**src/rtl/cache_mem_arbiter_if.sv**
```systemverilog
// Bus bundle between the two cache controllers, the arbiter and main memory.
// The master side is the controller/memory environment; the slave side is the arbiter.
interface cache_mem_arbiter_if;
    logic        req0;
    logic        req1;
    logic        en0;
    logic        en1;
    logic        mwrite_en0;
    logic        mwrite_en1;
    logic [31:0] maddr0;
    logic [31:0] maddr1;
    logic [31:0] mdata0;
    logic [31:0] mdata1;
    logic [31:0] mout0;
    logic [31:0] mout1;
    logic        mwrite_en;
    logic [31:0] maddr;
    logic [31:0] mdata;
    logic [31:0] mout;
    logic        busy;
    logic        owner;
    logic [31:0] stall_cycles;
    logic        hold_err;

    modport master (
        output req0, req1, mwrite_en0, mwrite_en1,
        output maddr0, maddr1, mdata0, mdata1, mout,
        input  en0, en1, mout0, mout1, mwrite_en, maddr, mdata,
        input  busy, owner, stall_cycles, hold_err
    );

    modport slave (
        input  req0, req1, mwrite_en0, mwrite_en1,
        input  maddr0, maddr1, mdata0, mdata1, mout,
        output en0, en1, mout0, mout1, mwrite_en, maddr, mdata,
        output busy, owner, stall_cycles, hold_err
    );
endinterface

```
**src/rtl/cache_mem_arbiter.sv**
```systemverilog
// Grants the single memory port to one cache controller for a whole miss
// sequence, stalling the other; tracks stall cycles and over-long grants.
module cache_mem_arbiter #(
    parameter int MAX_HOLD   = 64,
    parameter int HOLD_WIDTH = 16
) (
    input logic                clk,
    input logic                reset,
    cache_mem_arbiter_if.slave bus
);
    typedef enum logic [1:0] {
        S_IDLE   = 2'd0,
        S_GRANT0 = 2'd1,
        S_GRANT1 = 2'd2
    } state_t;

    state_t                r_state;
    state_t                w_next;
    logic                  r_last;
    logic [HOLD_WIDTH-1:0] r_hold;
    logic [31:0]           r_stall;
    logic                  r_err;
    logic                  w_enter;
    logic                  w_granted;

    assign w_granted = (r_state != S_IDLE);
    assign w_enter   = (w_next != S_IDLE) && (w_next != r_state);

    always_ff @(posedge clk) begin
        if (reset) begin
            r_state <= S_IDLE;
            r_last  <= 1'b1;
            r_hold  <= '0;
            r_stall <= '0;
            r_err   <= 1'b0;
        end else begin
            r_state <= w_next;
            if (w_enter) begin
                r_last <= (w_next == S_GRANT1);
                r_hold <= '0;
            end else if (w_granted && (r_hold != '1)) begin
                r_hold <= r_hold + 1'b1;
            end
            if (w_granted && (r_hold >= HOLD_WIDTH'(MAX_HOLD))) begin
                r_err <= 1'b1;
            end
            if (!bus.en0 || !bus.en1) begin
                r_stall <= r_stall + 32'd1;
            end
        end
    end

    // A grant is never pre-empted; on release the waiting port takes over directly.
    always_comb begin
        w_next = r_state;
        unique case (r_state)
            S_IDLE: begin
                if (bus.req0 && bus.req1) begin
                    w_next = r_last ? S_GRANT0 : S_GRANT1;
                end else if (bus.req0) begin
                    w_next = S_GRANT0;
                end else if (bus.req1) begin
                    w_next = S_GRANT1;
                end
            end
            S_GRANT0: begin
                if (!bus.req0) begin
                    w_next = bus.req1 ? S_GRANT1 : S_IDLE;
                end
            end
            S_GRANT1: begin
                if (!bus.req1) begin
                    w_next = bus.req0 ? S_GRANT0 : S_IDLE;
                end
            end
            default: w_next = S_IDLE;
        endcase
    end

    always_comb begin
        bus.en0          = !bus.req0 || (r_state == S_GRANT0);
        bus.en1          = !bus.req1 || (r_state == S_GRANT1);
        bus.mwrite_en    = 1'b0;
        bus.maddr        = '0;
        bus.mdata        = '0;
        bus.mout0        = '0;
        bus.mout1        = '0;
        bus.busy         = w_granted;
        bus.owner        = (r_state == S_GRANT1);
        bus.stall_cycles = r_stall;
        bus.hold_err     = r_err;
        unique case (r_state)
            S_GRANT0: begin
                bus.mwrite_en = bus.mwrite_en0;
                bus.maddr     = bus.maddr0;
                bus.mdata     = bus.mdata0;
                bus.mout0     = bus.mout;
            end
            S_GRANT1: begin
                bus.mwrite_en = bus.mwrite_en1;
                bus.maddr     = bus.maddr1;
                bus.mdata     = bus.mdata1;
                bus.mout1     = bus.mout;
            end
            default: ;
        endcase
    end
endmodule
```
**src/flat_wrapper.sv**
```systemverilog
// flat-port wrapper written by rule: the top's interface ports become plain ports
module cache_mem_arbiter_flat 
#(
    parameter int MAX_HOLD   = 64,
    parameter int HOLD_WIDTH = 16
)
  (clk, reset, bus_req0, bus_req1, bus_mwrite_en0, bus_mwrite_en1, bus_maddr0, bus_maddr1, bus_mdata0, bus_mdata1, bus_mout, bus_en0, bus_en1, bus_mout0, bus_mout1, bus_mwrite_en, bus_maddr, bus_mdata, bus_busy, bus_owner, bus_stall_cycles, bus_hold_err);
  cache_mem_arbiter_if bus_i ();
  input logic clk;
  input logic reset;
  input wire logic [$bits(bus_i.req0)-1:0] bus_req0;
  input wire logic [$bits(bus_i.req1)-1:0] bus_req1;
  input wire logic [$bits(bus_i.mwrite_en0)-1:0] bus_mwrite_en0;
  input wire logic [$bits(bus_i.mwrite_en1)-1:0] bus_mwrite_en1;
  input wire logic [$bits(bus_i.maddr0)-1:0] bus_maddr0;
  input wire logic [$bits(bus_i.maddr1)-1:0] bus_maddr1;
  input wire logic [$bits(bus_i.mdata0)-1:0] bus_mdata0;
  input wire logic [$bits(bus_i.mdata1)-1:0] bus_mdata1;
  input wire logic [$bits(bus_i.mout)-1:0] bus_mout;
  output wire logic [$bits(bus_i.en0)-1:0] bus_en0;
  output wire logic [$bits(bus_i.en1)-1:0] bus_en1;
  output wire logic [$bits(bus_i.mout0)-1:0] bus_mout0;
  output wire logic [$bits(bus_i.mout1)-1:0] bus_mout1;
  output wire logic [$bits(bus_i.mwrite_en)-1:0] bus_mwrite_en;
  output wire logic [$bits(bus_i.maddr)-1:0] bus_maddr;
  output wire logic [$bits(bus_i.mdata)-1:0] bus_mdata;
  output wire logic [$bits(bus_i.busy)-1:0] bus_busy;
  output wire logic [$bits(bus_i.owner)-1:0] bus_owner;
  output wire logic [$bits(bus_i.stall_cycles)-1:0] bus_stall_cycles;
  output wire logic [$bits(bus_i.hold_err)-1:0] bus_hold_err;
  assign bus_i.req0 = bus_req0;
  assign bus_i.req1 = bus_req1;
  assign bus_i.mwrite_en0 = bus_mwrite_en0;
  assign bus_i.mwrite_en1 = bus_mwrite_en1;
  assign bus_i.maddr0 = bus_maddr0;
  assign bus_i.maddr1 = bus_maddr1;
  assign bus_i.mdata0 = bus_mdata0;
  assign bus_i.mdata1 = bus_mdata1;
  assign bus_i.mout = bus_mout;
  assign bus_en0 = bus_i.en0;
  assign bus_en1 = bus_i.en1;
  assign bus_mout0 = bus_i.mout0;
  assign bus_mout1 = bus_i.mout1;
  assign bus_mwrite_en = bus_i.mwrite_en;
  assign bus_maddr = bus_i.maddr;
  assign bus_mdata = bus_i.mdata;
  assign bus_busy = bus_i.busy;
  assign bus_owner = bus_i.owner;
  assign bus_stall_cycles = bus_i.stall_cycles;
  assign bus_hold_err = bus_i.hold_err;
  cache_mem_arbiter #(.MAX_HOLD(MAX_HOLD), .HOLD_WIDTH(HOLD_WIDTH)) u_core (.clk(clk), .reset(reset), .bus(bus_i));
endmodule
```
**config.mk**
```make
export PLATFORM = sky130hd
export DESIGN_NAME = cache_mem_arbiter_flat
export DESIGN_NICKNAME = d
export VERILOG_FILES = /design/src/rtl/cache_mem_arbiter_if.sv /design/src/rtl/cache_mem_arbiter.sv /design/src/flat_wrapper.sv
export SDC_FILE = /design/constraint.sdc
export NUM_CORES = 1
export LEC_CHECK = 0
export BUFFER_PORTS_ARGS = -buffer_cell sky130_fd_sc_hd__buf_2
export CAP_MARGIN = 20
export CORE_AREA = 5 5 127 129
export DETAILED_ROUTE_END_ITERATION = 10
export DIE_AREA = 0 0 132 134
export HOLD_SLACK_MARGIN = 0.05
export PLACE_DENSITY = 0.74
export SYNTH_ARGS = -nofsm -noshare
export SYNTH_HDL_FRONTEND = slang
export SYNTH_SLANG_ARGS = --single-unit
export TNS_END_PERCENT = 50
```
**constraint.sdc**
```tcl
create_clock -name clk -period 2.45 [get_ports clk]
set_clock_uncertainty 0.15 [all_clocks]
set_input_delay 0.49 -clock clk [delete_from_list [all_inputs] [get_ports clk]]
set_output_delay 0.49 -clock clk [all_outputs]
set_load 0.01 [all_outputs]
```
==> run_results.csv <==
group,metric,value,unit
power_and_ir_drop,power_density,463,mW/mm^2
setup_path,required,1810,ps
clocking,cts_tree,"built",
logic_synthesis,synth.distinct_cells,55,
clocking,clockRootBuffer,"clkbuf_16",
logic_synthesis,synth_edf_count,0,
logic_synthesis,ys_seq_elements,52,
routing,postRouteAntennaNets,0,
layout,n_antenna_cell,0,
global_route,globalRouteOverflowTotal,0,
routing,dr.first_iter.drc_count,286,
timing,rsz0062_at_grt,"yes",
floorplanning,dieArea,0.0177,sq mm
logic_synthesis,synth.area.top_cells,"dfxtp_1 (25%), a22oi_1 (12%), nor2b_1 (11%), and2_1 (10%), xnor2_1 (5.1%)",
floorplanning,io_pins,332,
global_route,grt_pass1_wl,25800,microns
place,routabilityCongestion,1.04,
place,io_buffers,331,
timing,slew_headroom,44.2,%
layout,drive_gt1_share,46.0,%
routing,routed_wl,17300,microns
logic_synthesis,ys_seq_area_share,25.0,%
layout,area_growth,54.7,%
place,dpl_cell_area,0.00610,sq mm
outcome,status,"finished, final reports clean",
logic_synthesis,syn-instance-count,551,
timing,min_period,2380,ps
clocking,clockBufferDepth,2,
routing,vias,5270,
setup_path,crit_path_frequent_cell,"buf_12",
routing,routed_via_density,4.95,
place,dp_hpwl,13900,microns
power_and_ir_drop,ir_drop,0.000301,V
setup_path,crit_arrival,1740,ps
clocking,cts_buffers,5,
floorplanning,die_x,132,microns
routing,firstDrtPassIters,4,
clocking,clk_pin_slew,70,ps
timing,fin_tns_setup,0,ps
global_route,antenna_found_initial,5,
clocking,clkLatencyLatePin,290,ps
timing,finalHoldWorstSlack,347,ps
logic_synthesis,yosys.area.top_type_share,25.0,%
global_route,grt_max_degree,45,
logic_synthesis,async_flop_share,0,%
timing,period_share,97.1,%
timing,hold_viol_final,0,
logic_synthesis,synth_area,0.00416,sq mm
setup_path,worstSetupStartpointType,"flip-flop",
logic_synthesis,yosysWarnings,0,
setup_path,criticalPathCategory,"flip-flop to output pin",
clocking,clock-sinks,52,
routing,avgRoutedWirePerCell,16.3,microns
floorplanning,dieHeight,134,microns
floorplanning,rows,45,
hold_path,min_path_type,"flip-flop to flip-flop",
run,cap_violations,0,
layout,final_nets,1049,
setup_path,r2r_start,"u_core.r_state[0]",
setup_path,path_cells,"inv_2 -> buf_4 -> ha_4 -> buf_12 -> buf_12 -> a22oi_1 -> nor2b_1 -> buf_2",
hold_path,hold_start,"u_core.bus.hold_err",
logic_synthesis,avgSynthCellArea,7.55,sq um
timing,fmax,420,MHz
timing,maxSlewViolCount,0,
timing,worstMarginPinSlew,834,ps
logic_synthesis,synth.net_count,725,
global_route,track_usage,17.6,%
setup_path,critPathSlowestCell,"dfxtp_4",
layout,utilization,43.1,%
routing,drc,0,
timing,finalSetupViolCount,0,
setup_path,crit_path_max_incr_delay,370,ps
global_route,grt_pass1_vias,4903,
floorplanning,core-area,0.0149,sq mm
layout,finalInstanceArea,0.00643,sq mm
logic_synthesis,ys.flop_type,"dfxtp_1",
floorplanning,initial_core_util,27.9,%
setup_path,cp_max_fo,28,
setup_path,endpoint_kind,"output pin",
setup_path,crit_start,"u_core.r_state[1]",
power_and_ir_drop,p_leak,3.02,nW
logic_synthesis,synth_top_area_cell,"dfxtp_1",
clocking,cts_max_level,2,
## through the flow
| stage | instances | worst slack, ps | power (W) |
|---|---|---|---|
| CTS | 1063 | -6.35 | 0.00296 |
| global placement | 1053 | 10.5 | 0.00218 |
| floorplan | 551 | 14.5 | 0.00164 |
| detailed placement | 1053 | -37.5 | 0.00219 |
| finish | 1064 | 70.2 | 0.00298 |
| global route | 1064 | -4.39 | 0.00315 |
## worst max-delay path, delay by kind of cell, from the launching register on
family,cells,cell delay [ps]
buf+inv,5,660
flops,1,370
compound gates,1,180
fa+ha+maj,1,160
simple gates,1,60
## synthesized netlist by cell type, types with 3 or more instances
library cell  count
nor2b_1          70
and2_1           68
nor3_1           22
a21oi_1          15
dfxtp_1          52
xnor2_1          24
inv_1            14
xor2_1            8
and4_4            4
nand3_1          17
a22oi_1          66
o21ai_0           8
nand2_1          25
nand4_1           4
ha_1              8
clkbuf_1         33
nor2_1           50
nor4_1           10
a211oi_1          3
## report_power, final
part           internal (W)  total [W]  switching, W
clock network      0.000386   0.000714      0.000328
registers          0.000867   0.000896     0.0000291
logic              0.000655    0.00137      0.000711
## final cells by class
cell class	instances	area [sq um]
fillers	1469	8490
multi-input cells	445	3000
repair buffers	357	1950
flip-flops and latches	52	1050
well taps	188	235
clock buffers	5	125
inverters	14	52.6
clock inverters	3	25.0
## placed cells by master, fill, tap and decap left out, types with 3 or more instances in the layout
cell / netlist / final
nor2b_1: 70 / 69
o21ai_0: 8 / 8
buf_4: 0 / 16
xor2_1: 8 / 8
a211oi_1: 3 / 3
a22oi_2: 0 / 15
dfxtp_1: 52 / 50
nand2_1: 25 / 25
and2_1: 68 / 67
buf_12: 0 / 4
inv_1: 14 / 12
nor3_1: 22 / 22
buf_2: 2 / 331
a22oi_1: 66 / 51
nand4_1: 4 / 4
nand3_1: 17 / 17
buf_8: 0 / 3
a21oi_1: 15 / 15
and4_4: 4 / 4
nor4_1: 10 / 10
nor2_1: 50 / 50
xnor2_1: 24 / 24
clkbuf_16: 0 / 5
ha_1: 8 / 5
## layer usage
| layer | vias to the layer above | global-route usage (%) | wire length, microns |
|---|---|---|---|
| met5 | - | 0 | 23 |
| met4 | 4 | 2.57 | 127 |
| met3 | 17 | 4.95 | 1480 |
| met2 | 203 | 29.5 | 8290 |
| met1 | 2467 | 22.9 | 7390 |
| li1 | 2579 | - | - |
## state kept, by name, indices dropped and copies added (netlist names)
signal                   cells
u_core.r_state               2
u_core.bus.hold_err          1
u_core.r_last                1
u_core.bus.stall_cycles     32
u_core.r_hold               16
## timing repair
item,CTS,global route
pin swaps,1,2
gates resized for setup,9,26
setup buffers,1,1
hold buffers,0,0
cloned,1,0
endpoints found under the hold margin,0,0
endpoints found under the setup margin,57,68
## path summary, 6_finish.rpt
kind | to | slack [ps] | depth (start not counted)
worst min register to register | u_core.bus.hold_err | 350 | 2
worst min-delay path | u_core.bus.hold_err | 350 | 2
worst max-delay path | bus_maddr[24] | 70 | 8
worst max register to register | u_core.r_hold[5] | 130 | 8
## kinds of logic (layout without fill, tap and decap cells)
family	after synthesis	count (layout)	synth area share, %
adders and majority gates	8	8	2.41
and+or+nand+nor	288	288	39.1
buffers and inverters	54	379	5.78
muxes	3	3	0.782
xor gates and xnor gates	32	32	6.74
DFF	52	52	25.0
AOI/OAI and AO/OA	114	114	20.2
Note: power is estimated with default switching activity, not from simulation.
